===== config.mk =====
export PLATFORM = sky130hd
export DESIGN_NAME = spi_alu_sequencer
export DESIGN_NICKNAME = d
export VERILOG_FILES = /design/src/rtl/spi_alu_pkg.sv /design/src/rtl/sat_counter.sv /design/src/rtl/spi_alu_sequencer.sv
export SDC_FILE = /design/constraint.sdc
export NUM_CORES = 1
export LEC_CHECK = 0
export BUFFER_PORTS_ARGS = -buffer_cell sky130_fd_sc_hd__buf_2
export CORE_MARGIN = 2
export CORE_UTILIZATION = 56
export CTS_BUF_LIST = sky130_fd_sc_hd__clkbuf_2 sky130_fd_sc_hd__clkbuf_4 sky130_fd_sc_hd__clkbuf_8
export DETAILED_ROUTE_END_ITERATION = 8
export PLACE_DENSITY = 0.85
export SLEW_MARGIN = 10
export SYNTH_ARGS = -nofsm -noshare
export SYNTH_HDL_FRONTEND = slang
export SYNTH_HIERARCHICAL = 1
export SYNTH_SLANG_ARGS = --single-unit

===== constraint.sdc =====
create_clock -name clk -period 16.4 [get_ports clk]
set_input_delay 1.64 -clock clk [delete_from_list [all_inputs] [get_ports clk]]
set_output_delay 1.64 -clock clk [all_outputs]
set_load 0.02 [all_outputs]

===== src/rtl/spi_alu_pkg.sv =====
// Shared types and constants for the SPI-driven ALU sequencer.
// The constants cover frame and operand widths, the sequencer state encoding and the default error word.
package spi_alu_pkg;

   localparam int unsigned FRAME_W = 64;
   localparam int unsigned OPND_W  = 32;

   localparam logic [FRAME_W-1:0] ERROR_PATTERN_DEFAULT = 64'hDEAD_DEAD_DEAD_DEAD;

   typedef enum logic [2:0] {
      IDLE,
      ISSUE,
      WAIT,
      HOLD,
      COMMIT
   } state_e;

   typedef enum logic {
      DONE_OK,
      DONE_TIMEOUT
   } done_e;

endpackage


===== src/rtl/sat_counter.sv =====
// Up-counter that sticks at all-ones instead of wrapping.
// Reset is asynchronous and active high.
module sat_counter #(
   parameter int unsigned W = 8
) (
   input  logic         clk,
   input  logic         rst,
   input  logic         inc,
   output logic [W-1:0] count
);

   logic at_max;
   assign at_max = &count;

   always_ff @(posedge clk or posedge rst) begin
      if (rst) begin
         count <= '0;
      end else if (inc && !at_max) begin
         count <= count + 1'b1;
      end
   end

endmodule


===== src/rtl/spi_alu_sequencer.sv =====
// Runs one ALU operation per received SPI frame, with a watchdog on the ALU handshake.
// The result is published only while chip select is idle, so a frame never sees a torn result.
module spi_alu_sequencer
   import spi_alu_pkg::*;
#(
   parameter int unsigned        TIMEOUT_CYCLES = 1024,
   parameter logic [FRAME_W-1:0] ERROR_PATTERN  = ERROR_PATTERN_DEFAULT,
   parameter int unsigned        DROP_W         = 8
) (
   input  logic               clk,
   input  logic               rst,
   input  logic               frame_valid,
   input  logic [OPND_W-1:0]  operand1,
   input  logic [OPND_W-1:0]  operand2,
   input  logic               spi_cs_n,
   output logic               alu_start,
   output logic [OPND_W-1:0]  alu_a,
   output logic [OPND_W-1:0]  alu_b,
   input  logic               alu_done,
   input  logic [FRAME_W-1:0] alu_result,
   output logic [FRAME_W-1:0] alu_results,
   output logic               busy,
   output logic               timeout_err,
   output logic [DROP_W-1:0]  drop_count
);

   localparam int unsigned     WD_W    = $clog2(TIMEOUT_CYCLES);
   localparam logic [WD_W-1:0] WD_LAST = WD_W'(TIMEOUT_CYCLES - 1);

   state_e             state;
   logic [WD_W-1:0]    watchdog;
   logic [FRAME_W-1:0] pending;
   done_e              done_flag;

   assign busy = (state != IDLE);

   sat_counter #(.W(DROP_W)) u_drop_count (
      .clk   (clk),
      .rst   (rst),
      .inc   (frame_valid && busy),
      .count (drop_count)
   );

   always_ff @(posedge clk or posedge rst) begin
      if (rst) begin
         state       <= IDLE;
         alu_start   <= 1'b0;
         alu_a       <= '0;
         alu_b       <= '0;
         alu_results <= '0;
         timeout_err <= 1'b0;
         watchdog    <= '0;
         pending     <= '0;
         done_flag   <= DONE_OK;
      end else begin
         // NOTE: non-blocking assignments, so each branch reads the values held before this edge.
         alu_start <= 1'b0;
         unique case (state)
            IDLE: begin
               if (frame_valid) begin
                  alu_a     <= operand1;
                  alu_b     <= operand2;
                  alu_start <= 1'b1;
                  state     <= ISSUE;
               end
            end
            ISSUE: begin
               watchdog <= '0;
               state    <= WAIT;
            end
            WAIT: begin
               // A completion arriving in the expiry cycle still counts as a success.
               if (alu_done) begin
                  pending   <= alu_result;
                  done_flag <= DONE_OK;
                  state     <= HOLD;
               end else if (watchdog == WD_LAST) begin
                  pending   <= ERROR_PATTERN;
                  done_flag <= DONE_TIMEOUT;
                  state     <= HOLD;
               end else begin
                  watchdog <= watchdog + 1'b1;
               end
            end
            HOLD: begin
               if (spi_cs_n) begin
                  state <= COMMIT;
               end
            end
            COMMIT: begin
               alu_results <= pending;
               timeout_err <= (done_flag == DONE_TIMEOUT);
               state       <= IDLE;
            end
            default: state <= IDLE;
         endcase
      end
   end

endmodule


==> flow_summary.json, run 1 <==
{
  "p_sw_share_pct": 36.79,
  "status": "finished, final reports clean",
  "synth_common_cells": "dfrtp_1 (216), mux2_2 (128), o22a_1 (44), a22o_1 (20), buf_2 (15)",
  "synth_warnings": 6,
  "worst_pin_slew_ns": 1.049,
  "crit_path_max_fanout": 10,
  "p_leak_uw": 0.005076,
  "placed_cells": 972,
  "grt_util_met1_pct": 28.68,
  "power.density_nw_per_um2": 215.7,
  "top_usage_layer": "met2",
  "drv_cap": 0,
  "cpMaxStageDelayCell": "dfrtp_1",
  "rsz0062_at_grt": "false",
  "crit_chain": "or3_4 -> buf_2",
  "min_period_ns": 3.285,
  "cts_sinks": 216,
  "synth_area_leaders": "dfrtp_1 (64%), mux2_2 (17%), o22a_1 (4.6%)",
  "fin_nets": 961,
  "dr_total_vias": 5789,
  "rows": 44,
  "synthFlopType": "dfrtp_1",
  "routed_wl_um": 20020,
  "crit_path_start_kind": "register",
  "startpoint": "state[1]",
  "register_area_um2": 5405,
  "avgRoutedWirePerCell_um": 19.40,
  "start_util_pct": 57.48,
  "core_area_um2": 14590,
  "netlist_area_um2": 8386,
  "crit_end": "busy",
  "synth_top_area_share_pct": 64.46,
  "ir_worst_vdd_v": 0.0001177,
  "r2r_end": "pending[19]",
  "clk_latency_ns": 0.51,
  "synth.distinct_cells": 56,
  "synth_seq_cells": 216,
  "die_h_um": 126.4,
  "synth-edff-count": 0,
  "p_seq_share_pct": 41.4,
  "skew_ns": 0.01678,
  "finalSetupTns_ns": 0,
  "vias_per_cell": 5.609,
  "cts_tree": "yes",
  "portBuffers": 271,
  "layout.cells.non_filler": 1032,
  "grt_overflow": 0,
  "post-route-period-util_pct": 20.03,
  "ios": 272,
  "die-area_um2": 15970,
  "drive_above_1_share_pct": 57.02,
  "met3_usage_pct": 8.688,
  "drv_slew": 0,
  "combPwrFrac_pct": 37.7,
  "post_cts_buffers": 0,
  "slowest_delay_ns": 0.52,
  "relSlewSlack_pct": 30.04,
  "grt_pass1_vias": 6247,
  "p_clk_share_pct": 20.9,
  "drt_iter0_drc": 277,
  "grt_use_met2_pct": 42.56,
  "syn_nets": 682,
  "endpoint_kind": "output port",
  "critPathArrivalTime_ns": 1.65,
  "r2r_cells": 4,
  "setup_viol": 0,
  "reg2reg_slack_ns": 13.66,
  "dr.pass1.iters": 4,
  "syn2layout_area_growth_pct": 25.54,
  "internal-power_uw": 1435,
  "dp_hpwl_um": 13890,
  "clkSlewWorstSetupHoldPaths_ns": 0.06,
  "synth_cells": 547,
  "synth_seq_area_share_pct": 64.46,
  "syn-mean-instance-area_um2": 15.33,
  "dp_slack_ns": 12.83,
  "async_reset_ff_share_pct": 100.0,
  "grt_start_max_net_pins": 117,
  "clockBufferDepth": 3,
  "cts-root-buf": "clkbuf_8",
  "ant_nets": 0,
  "cts_hold_buffers": 0,
  "cts_made_buffers": 36,
  "htreeDepth": 2,
  "timing.hold.ws_ns": 0.4848,
  "synth_top_cell_by_area": "dfrtp_1",
  "gp_congestion": 0.8439,
  "fin_ws_ns": 13.11,
  "path_class": "reg2out",
  "cts-resized-gates": 0,
  "yosysMostFrequentCell": "dfrtp_1",
  "max_freq_mhz": 304.4,
  "grt_antenna_before_repair": 0,
  "power.switching_uw": 835.6,
  "required_ns": 14.76,
  "multi_input_area_um2": 2739,
  "grt.total_usage_pct": 24.98,
  "fillerInstances": 978,
  "r2r-start": "state[0]",
  "die_w_um": 126.4,
  "drc": 0,
  "timing_hold_violations_final": 0,
  "grt_pass1_wl_um": 31500,
  "hold_path_class": "reg2reg"
}
sequential cells by signal, indices dropped and copies added (netlist names):
name                flops
u_drop_count/count      8
pending                64
watchdog               10
alu_results            64
done_flag               1
alu_b                  32
state                   3
alu_start               1
timeout_err             1
alu_a                  32
kinds of logic after synthesis:
logic type | count (synthesis) | synth area share, %
flops | 216 | 64.46
mux | 133 | 17.88
compound gates | 97 | 9.430
simple gates | 55 | 4.476
buf+inv | 40 | 3.044
xor+xnor | 4 | 0.4179
fa+ha+maj | 2 | 0.2984
worst min-delay path by stage:
stage,from,endpoint,slack (ns),cells after the start
2_1_floorplan,pending[0],pending[0],0.45,1
3_3_place_gp,alu_a[26],alu_a[26],0.46,1
3_5_place_dp,pending[57],pending[57],0.47,1
4_1_cts,pending[21],pending[21],0.49,1
5_1_grt,pending[57],pending[57],0.50,1
6_report,pending[57],pending[57],0.48,1
worst max-delay path: cells and delay by family (launching register included):
family | cells | cell delay, ns
simple gates | 1 | 0.45
buf+inv | 1 | 0.17
flops | 1 | 0.52
power by group through the flow:
stage	combinational [uW]	clock, uW	sequential, uW
3_5_place_dp	863	0	942
3_3_place_gp	830	0	918
2_1_floorplan	393	0	1120
5_1_grt	917	515	969
6_report	856	475	939
4_1_cts	867	487	937
layout make-up:
type	count	area share, %
Clock inverter	3	0.1902
Sequential cell	216	51.34
Tap cell	184	2.187
Multi-Input combinational cell	291	26.02
Timing Repair Buffer	274	13.13
Inverter	7	0.3209
Clock buffer	56	6.786
Antenna cell	1	0.02377
cells in the final DEF (no fill, tap or decap), types with 5 or more instances in the layout:
cell type | netlist | layout
buf_2 | 15 | 271
dfrtp_1 | 216 | 216
mux2_2 | 128 | 128
clkbuf_8 | 0 | 47
o22a_1 | 44 | 44
a22o_1 | 20 | 20
nand3_1 | 9 | 9
clkbuf_4 | 0 | 9
nor2_1 | 8 | 8
inv_1 | 7 | 6
nand2_1 | 6 | 5
and4_1 | 5 | 5
a21oi_1 | 5 | 5
layer usage:
metal | part of all wire, % | vias to the layer above | wire length, um
met5 | 0 | - | 0
met4 | 2.8 | 0 | 569
met3 | 8.5 | 51 | 1692
met2 | 50 | 245 | 10080
met1 | 38 | 2911 | 7672
li1 | - | 2582 | -
per-stage QoR:
step / cell area (um2) / utilization (%) / power, uW
finish: 10530 / 72.16 / 2271
global route: 10530 / 72.14 / 2401
CTS: 10520 / 72.12 / 2292
detailed placement: 9787 / 67.08 / 1805
global placement: 9787 / 67.08 / 1749
floorplan: 8386 / - / 1512
(Power assumes the default switching activity.)
==> inputs of run 2 (changes only) <==
--- a/config.mk
+++ b/config.mk
@@ -7,10 +7,10 @@
 export LEC_CHECK = 0
 export BUFFER_PORTS_ARGS = -buffer_cell sky130_fd_sc_hd__buf_2
 export CORE_MARGIN = 2
-export CORE_UTILIZATION = 56
+export CORE_UTILIZATION = 47
 export CTS_BUF_LIST = sky130_fd_sc_hd__clkbuf_2 sky130_fd_sc_hd__clkbuf_4 sky130_fd_sc_hd__clkbuf_8
 export DETAILED_ROUTE_END_ITERATION = 8
-export PLACE_DENSITY = 0.85
+export PLACE_DENSITY = 0.76
 export SLEW_MARGIN = 10
 export SYNTH_ARGS = -nofsm -noshare
 export SYNTH_HDL_FRONTEND = slang
==> constraint.sdc (replaced) <==
create_clock -name clk -period 2.9 [get_ports clk]
set_input_delay 0.29 -clock clk [delete_from_list [all_inputs] [get_ports clk]]
set_output_delay 0.29 -clock clk [all_outputs]
set_load 0.02 [all_outputs]
==> run 2 against run 1 <==
Wire length up 2.6%. Cell count rose by 13%. Setup slack worse by 12 ns. Register-to-register slack worse by 13 ns. Die area up 19%.
==> flow_summary.json, run 2 (synthesis results as in run 1) <==
{
  "status": "finished, final reports clean",
  "grt.total_usage_pct": 21.84,
  "dr_total_vias": 6019,
  "grt_overflow": 0,
  "skew_ns": 0.01170,
  "critPathArrivalTime_ns": 2.71,
  "slowest_delay_ns": 0.75,
  "required_ns": 3.34,
  "gp_congestion": 0.7917,
  "placed_cells": 1023,
  "portBuffers": 271,
  "grt_pass1_wl_um": 32220,
  "cts-root-buf": "clkbuf_8",
  "vias_per_cell": 5.140,
  "ant_nets": 0,
  "cts_tree": "yes",
  "ir_worst_vdd_v": 0.0006349,
  "grt_pass1_vias": 6359,
  "final_cell_mix": "buf_2 (271), dfrtp_1 (216), mux2_2 (128)",
  "cts_made_buffers": 38,
  "relSlewSlack_pct": 33.46,
  "syn2layout_area_growth_pct": 38.68,
  "hold_path_class": "in2reg",
  "drc": 0,
  "postPlaceCellArea_um2": 9985,
  "drive_above_1_share_pct": 52.91,
  "avgRoutedWirePerCell_um": 17.54,
  "dr.pass1.iters": 4,
  "drv_cap": 0,
  "stdcell_area_um2": 11630,
  "cpMaxStageDelayCell": "o21a_2",
  "dp_hpwl_um": 13250,
  "clockBufferDepth": 3,
  "power.density_nw_per_um2": 1140,
  "die_h_um": 137.6,
  "routed_wl_um": 20550,
  "clkSlewWorstSetupHoldPaths_ns": 0.06,
  "fillerInstances": 1219,
  "drv_slew": 0,
  "p_leak_uw": 0.005538,
  "drt_iter0_drc": 268,
  "grt_start_max_net_pins": 66,
  "clk_latency_ns": 0.51,
  "worst_pin_slew_ns": 0.9946,
  "rsz0062_at_grt": "false",
  "fin_nets": 1054,
  "ios": 272,
  "rows": 48,
  "fin_util_pct": 67.00,
  "crit_path_start_kind": "register",
  "core_area_um2": 17360,
  "die-area_um2": 18930,
  "endpoint_kind": "register",
  "setup_viol": 0,
  "htreeDepth": 2,
  "post-route-period-util_pct": 78.31,
  "crit_chain": "ha_1 -> and4_1 -> and3_1 -> o21a_2 -> o22a_1",
  "timing_hold_violations_final": 0,
  "die_w_um": 137.6,
  "min_period_ns": 2.271,
  "layout.cells.non_filler": 1171,
  "grt_antenna_before_repair": 1,
  "max_freq_mhz": 440.3,
  "start_util_pct": 48.31,
  "layout_commonest_cell": "buf_2",
  "reg_top3": "alu_results: 64 flops, pending: 64 flops",
  "cts_sinks": 216,
  "crit_path_max_fanout": 44,
  "path_class": "reg2reg"
}
run 2: changes by cell type in the layout (fill, tap and decap cells not counted), sizes merged:
| cell | delta |
|---|---|
| dlygate4sd3 | +81 |
| buf | +10 |
| clkinv | +2 |
| bufinv | +3 |
| clkbuf | +3 |
| inv | -1 |
run 2: stage by stage:
step	total power [uW]	setup WS, ns	setup TNS, ns	hold WS [ns]
6_report	13250	0.6290	0	0.01995
5_1_grt	14070	0.4007	0	0.001161
4_1_cts	13340	0.5975	0	0.00008860
3_5_place_dp	10190	0.6098	0	0.2770
3_3_place_gp	9997	0.6794	0	0.2811
2_1_floorplan	8550	-0.09023	-18.77	0.1057
run 2: layer usage:
layer	routed length, um	GRT usage (%)
met5	0	0
met4	252	5.842
met3	1809	7.248
met2	10710	39.36
met1	7778	24.80
run 2: what timing repair did:
| action | CTS | global route |
|---|---|---|
| endpoints found under the hold margin | 87 | 1 |
| resized for setup | 0 | 0 |
| buffers inserted | 0 | 0 |
| hold buffers | 80 | 1 |
run 2: cell type report:
class | instances | area, um2 | area share [%]
sequential | 216 | 5405 | 46.48
multi-input combinational | 291 | 2739 | 23.55
timing repair buffer | 365 | 2340 | 20.12
clock buffer | 59 | 718.2 | 6.176
tap | 225 | 281.5 | 2.421
clock inverter | 7 | 112.6 | 0.9684
inverter | 7 | 30.03 | 0.2582
antenna | 1 | 2.502 | 0.02152
run 2: power breakdown:
group	switching [uW]	internal [uW]	total [uW]
logic	2740	2230	4970
registers	821	4450	5270
clock network	1180	1840	3020
run 2: worst paths after layout:
kind,from,endpoint,slack [ns],depth (start not counted)
max,watchdog[0],pending[58],0.63,5
min,operand1[15],alu_a[15],0.02,2
max reg2reg,watchdog[0],pending[58],0.63,5
min reg2reg,pending[41],pending[41],0.48,1
max in group asynchronous,rst,pending[2],1.61,4
min in group asynchronous,rst,u_drop_count/count[0],0.30,3
run 2: critical path: cells and delay by family (launching register included):
family | cells | cell delay [ns]
AND/OR/NAND/NOR | 2 | 0.50
AO/OA/AOI/OAI | 2 | 1.02
adder cells (fa/ha/maj) | 1 | 0.24
flip-flops | 1 | 0.38
==> inputs of run 3 (changes only) <==
--- a/config.mk
+++ b/config.mk
@@ -5,12 +5,13 @@
 export SDC_FILE = /design/constraint.sdc
 export NUM_CORES = 1
 export LEC_CHECK = 0
+export ABC_AREA = 1
 export BUFFER_PORTS_ARGS = -buffer_cell sky130_fd_sc_hd__buf_2
 export CORE_MARGIN = 2
-export CORE_UTILIZATION = 47
+export CORE_UTILIZATION = 53
 export CTS_BUF_LIST = sky130_fd_sc_hd__clkbuf_2 sky130_fd_sc_hd__clkbuf_4 sky130_fd_sc_hd__clkbuf_8
 export DETAILED_ROUTE_END_ITERATION = 8
-export PLACE_DENSITY = 0.76
+export PLACE_DENSITY = 0.8
 export SLEW_MARGIN = 10
 export SYNTH_ARGS = -nofsm -noshare
 export SYNTH_HDL_FRONTEND = slang
==> constraint.sdc (replaced) <==
create_clock -name clk -period 2.1 [get_ports clk]
set_input_delay 0.21 -clock clk [delete_from_list [all_inputs] [get_ports clk]]
set_output_delay 0.21 -clock clk [all_outputs]
set_load 0.02 [all_outputs]
==> run 3 against run 2 <==
Register-to-register slack lost 0.39 ns. Synthesized cell count up 65%. Cell count grew 34%. Sequential share of layout area is 2.8 points lower. Critical path depth increased by 4. Power up 36%. Die area decreased by 8.1%. Synthesized area is 3.4% higher. Setup slack got worse by 0.39 ns. Wire length up 27%. Clock power rose by 33%.
==> flow_summary.json, run 3 <==
{
  "drive_above_1_share_pct": 31.65,
  "clkSlewWorstSetupHoldPaths_ns": 0.06,
  "crit_chain": "ha_1 -> nand2_1 -> nor2_4 -> nand3_2 -> nand2_1 -> nand2_4 -> buf_4 -> nand2_1 -> nand2_1",
  "r2r-start": "watchdog[0]",
  "fin_nets": 1454,
  "dp_slack_ns": 0.3104,
  "drc": 0,
  "p_leak_uw": 0.006713,
  "synth_top_area_share_pct": 62.35,
  "fin_ws_ns": 0.2400,
  "timing.hold.ws_ns": 0.02659,
  "synth_xor_area_share_pct": 0.2020,
  "grt.total_usage_pct": 30.06,
  "crit_path_max_fanout": 22,
  "status": "finished, final reports clean",
  "portBuffers": 271,
  "final_cell_mix": "nand2_1 (351), buf_2 (271), dfrtp_1 (216)",
  "synthMuxAreaShare_pct": 2.728,
  "dp_hpwl_um": 14200,
  "critical_path_buf_inv_count": 1,
  "relSlewSlack_pct": 46.18,
  "die_w_um": 131.9,
  "dr.pass1.iters": 6,
  "path_class": "reg2reg",
  "endpoint_kind": "register",
  "gp_congestion": 0.8582,
  "vias_per_cell": 5.148,
  "avgRoutedWirePerCell_um": 16.64,
  "synth_top_family_by_area": "simple AND/OR/NAND/NOR gates",
  "synth.distinct_cells": 32,
  "hold_path_class": "in2reg",
  "synth_compound_area_share_pct": 8.039,
  "cts-root-buf": "clkbuf_8",
  "critPathArrivalTime_ns": 2.26,
  "routed_wl_um": 26050,
  "cts-resized-gates": 0,
  "async_reset_ff_share_pct": 100.0,
  "drv_slew": 0,
  "start_util_pct": 54.38,
  "yosysMostFrequentCell": "nand2_1",
  "grt_overflow": 0,
  "required_ns": 2.50,
  "grt_start_max_net_pins": 106,
  "drt_iter0_drc": 644,
  "skew_ns": 0.02620,
  "max_freq_mhz": 537.6,
  "fillerInstances": 943,
  "ant_nets": 0,
  "startpoint": "watchdog[0]",
  "dr_total_vias": 8061,
  "reg_top3": "alu_results: 64 flops, pending: 64 flops",
  "synth_cells": 904,
  "syn2layout_area_growth_pct": 42.78,
  "slowest_delay_ns": 0.42,
  "post_cts_buffers": 0,
  "crit_top_cell": "nand2_1",
  "clk_latency_ns": 0.53,
  "fin_util_pct": 77.64,
  "rsz0062_at_grt": "false",
  "cp_top_family": "simple AND/OR/NAND/NOR gates",
  "htreeDepth": 2,
  "synthAdderAreaFrac_pct": 0.2886,
  "placed_cells": 1365,
  "synth-edff-count": 0,
  "holdCritStartpoint": "spi_cs_n",
  "clockBufferDepth": 3,
  "syn_nets": 1039,
  "yosys.area_share.simple_pct": 20.87,
  "synth_top_cell_by_area": "dfrtp_1",
  "grt_pass1_wl_um": 42060,
  "cts_hold_buffers": 130,
  "syn-mean-instance-area_um2": 9.590,
  "layout.cells.non_filler": 1566,
  "core_area_um2": 15940,
  "rows": 46,
  "cts_tree": "yes",
  "drv_cap": 0,
  "synth_area_leaders": "dfrtp_1 (62%), nand2_1 (15%), a21oi_2 (4.0%)",
  "synthFlopType": "dfrtp_1",
  "die_h_um": 131.9,
  "power.density_nw_per_um2": 1461,
  "timing_hold_violations_final": 0,
  "setup_viol": 0,
  "grt_pass1_vias": 8274,
  "cpMaxStageDelayCell": "dfrtp_1",
  "synth_seq_area_share_pct": 62.35,
  "cts_sinks": 216,
  "grt_antenna_before_repair": 2,
  "synth_warnings": 6,
  "ios": 272,
  "crit_path_start_kind": "register",
  "post-route-period-util_pct": 88.57,
  "ir_worst_vdd_v": 0.0009267,
  "min_period_ns": 1.860,
  "die-area_um2": 17400,
  "worst_pin_slew_ns": 0.8073,
  "synth_common_cells": "nand2_1 (351), dfrtp_1 (216), inv_1 (62), nor2_1 (58), o21ai_0 (46)",
  "netlist_area_um2": 8670,
  "cts_made_buffers": 38,
  "layout_commonest_cell": "nand2_1",
  "synth_seq_cells": 216
}
[run 3: changes by cell type after synthesis, moves of 41 or more]
cell     previous run  this run
inv_1               7        62
mux2_2            128        11
nand2_1             6       351
nor2_1              8        58
o21ai_0             5        46
o22a_1             44         0
[run 3: report_power, final]
part / total (uW) / switching, uW / internal [uW]
sequential: 7010 / 1010 / 6000
clock: 4020 / 1700 / 2320
combinational: 7050 / 4650 / 2400
[run 3: layer usage]
metal / track usage, % / vias to the layer above / share of wire (%)
met1: 36.01 / 3914 / 38
met3: 6.113 / 120 / 6.0
met2: 50.84 / 378 / 51
met5: 0 / - / 0
li1: - / 3649 / -
met4: 17.03 / 0 / 5.3
[run 3: worst paths after layout]
kind / end / slack (ns) / cells past startpoint
worst max-delay path: pending[24] / 0.24 / 9
worst min-delay path: state[0] / 0.03 / 4
worst max register to register: pending[24] / 0.24 / 9
worst min register to register: alu_a[14] / 0.46 / 2
max in group asynchronous: alu_b[22] / 1.17 / 4
min in group asynchronous: u_drop_count/count[0] / 0.24 / 3
[run 3: worst reg2reg max path, delay by kind of cell (launching register included)]
| kind | cells | cell delay [ns] |
|---|---|---|
| AND/OR/NAND/NOR | 7 | 0.85 |
| adder cells (fa/ha/maj) | 1 | 0.20 |
| flip-flops | 1 | 0.42 |
| buffers and inverters | 1 | 0.28 |
[run 3: logic make-up (layout without fill, tap and decap cells)]
family	count (synthesis)	count (layout)
simple gates	450	450
other cells	0	4
xor+xnor	2	2
fa+ha+maj	2	2
mux	21	21
buf+inv	106	548
compound gates	107	107
flops	216	216
[run 3: area by class of cell]
| cell class | instances | area [um2] | area share [%] |
|---|---|---|---|
| Antenna cell | 4 | 10.01 | 0.08087 |
| Clock buffer | 61 | 770.7 | 6.227 |
| Clock inverter | 6 | 32.53 | 0.2628 |
| Inverter | 68 | 261.5 | 2.113 |
| Multi-Input combinational cell | 582 | 2805 | 22.66 |
| Sequential cell | 216 | 5405 | 43.67 |
| Tap cell | 216 | 270.3 | 2.183 |
| Timing Repair Buffer | 413 | 2823 | 22.80 |
[run 3: through the flow]
| step | area, um2 | total power (uW) | TNS, ns |
|---|---|---|---|
| after floorplan | 8673 | 11340 | -168.53 |
| after global placement | 10260 | 13330 | 0 |
| after detailed placement | 10260 | 13600 | 0 |
| after CTS | 12370 | 17860 | 0 |
| after global routing | 12370 | 19150 | 0 |
| final | 12380 | 18080 | 0 |
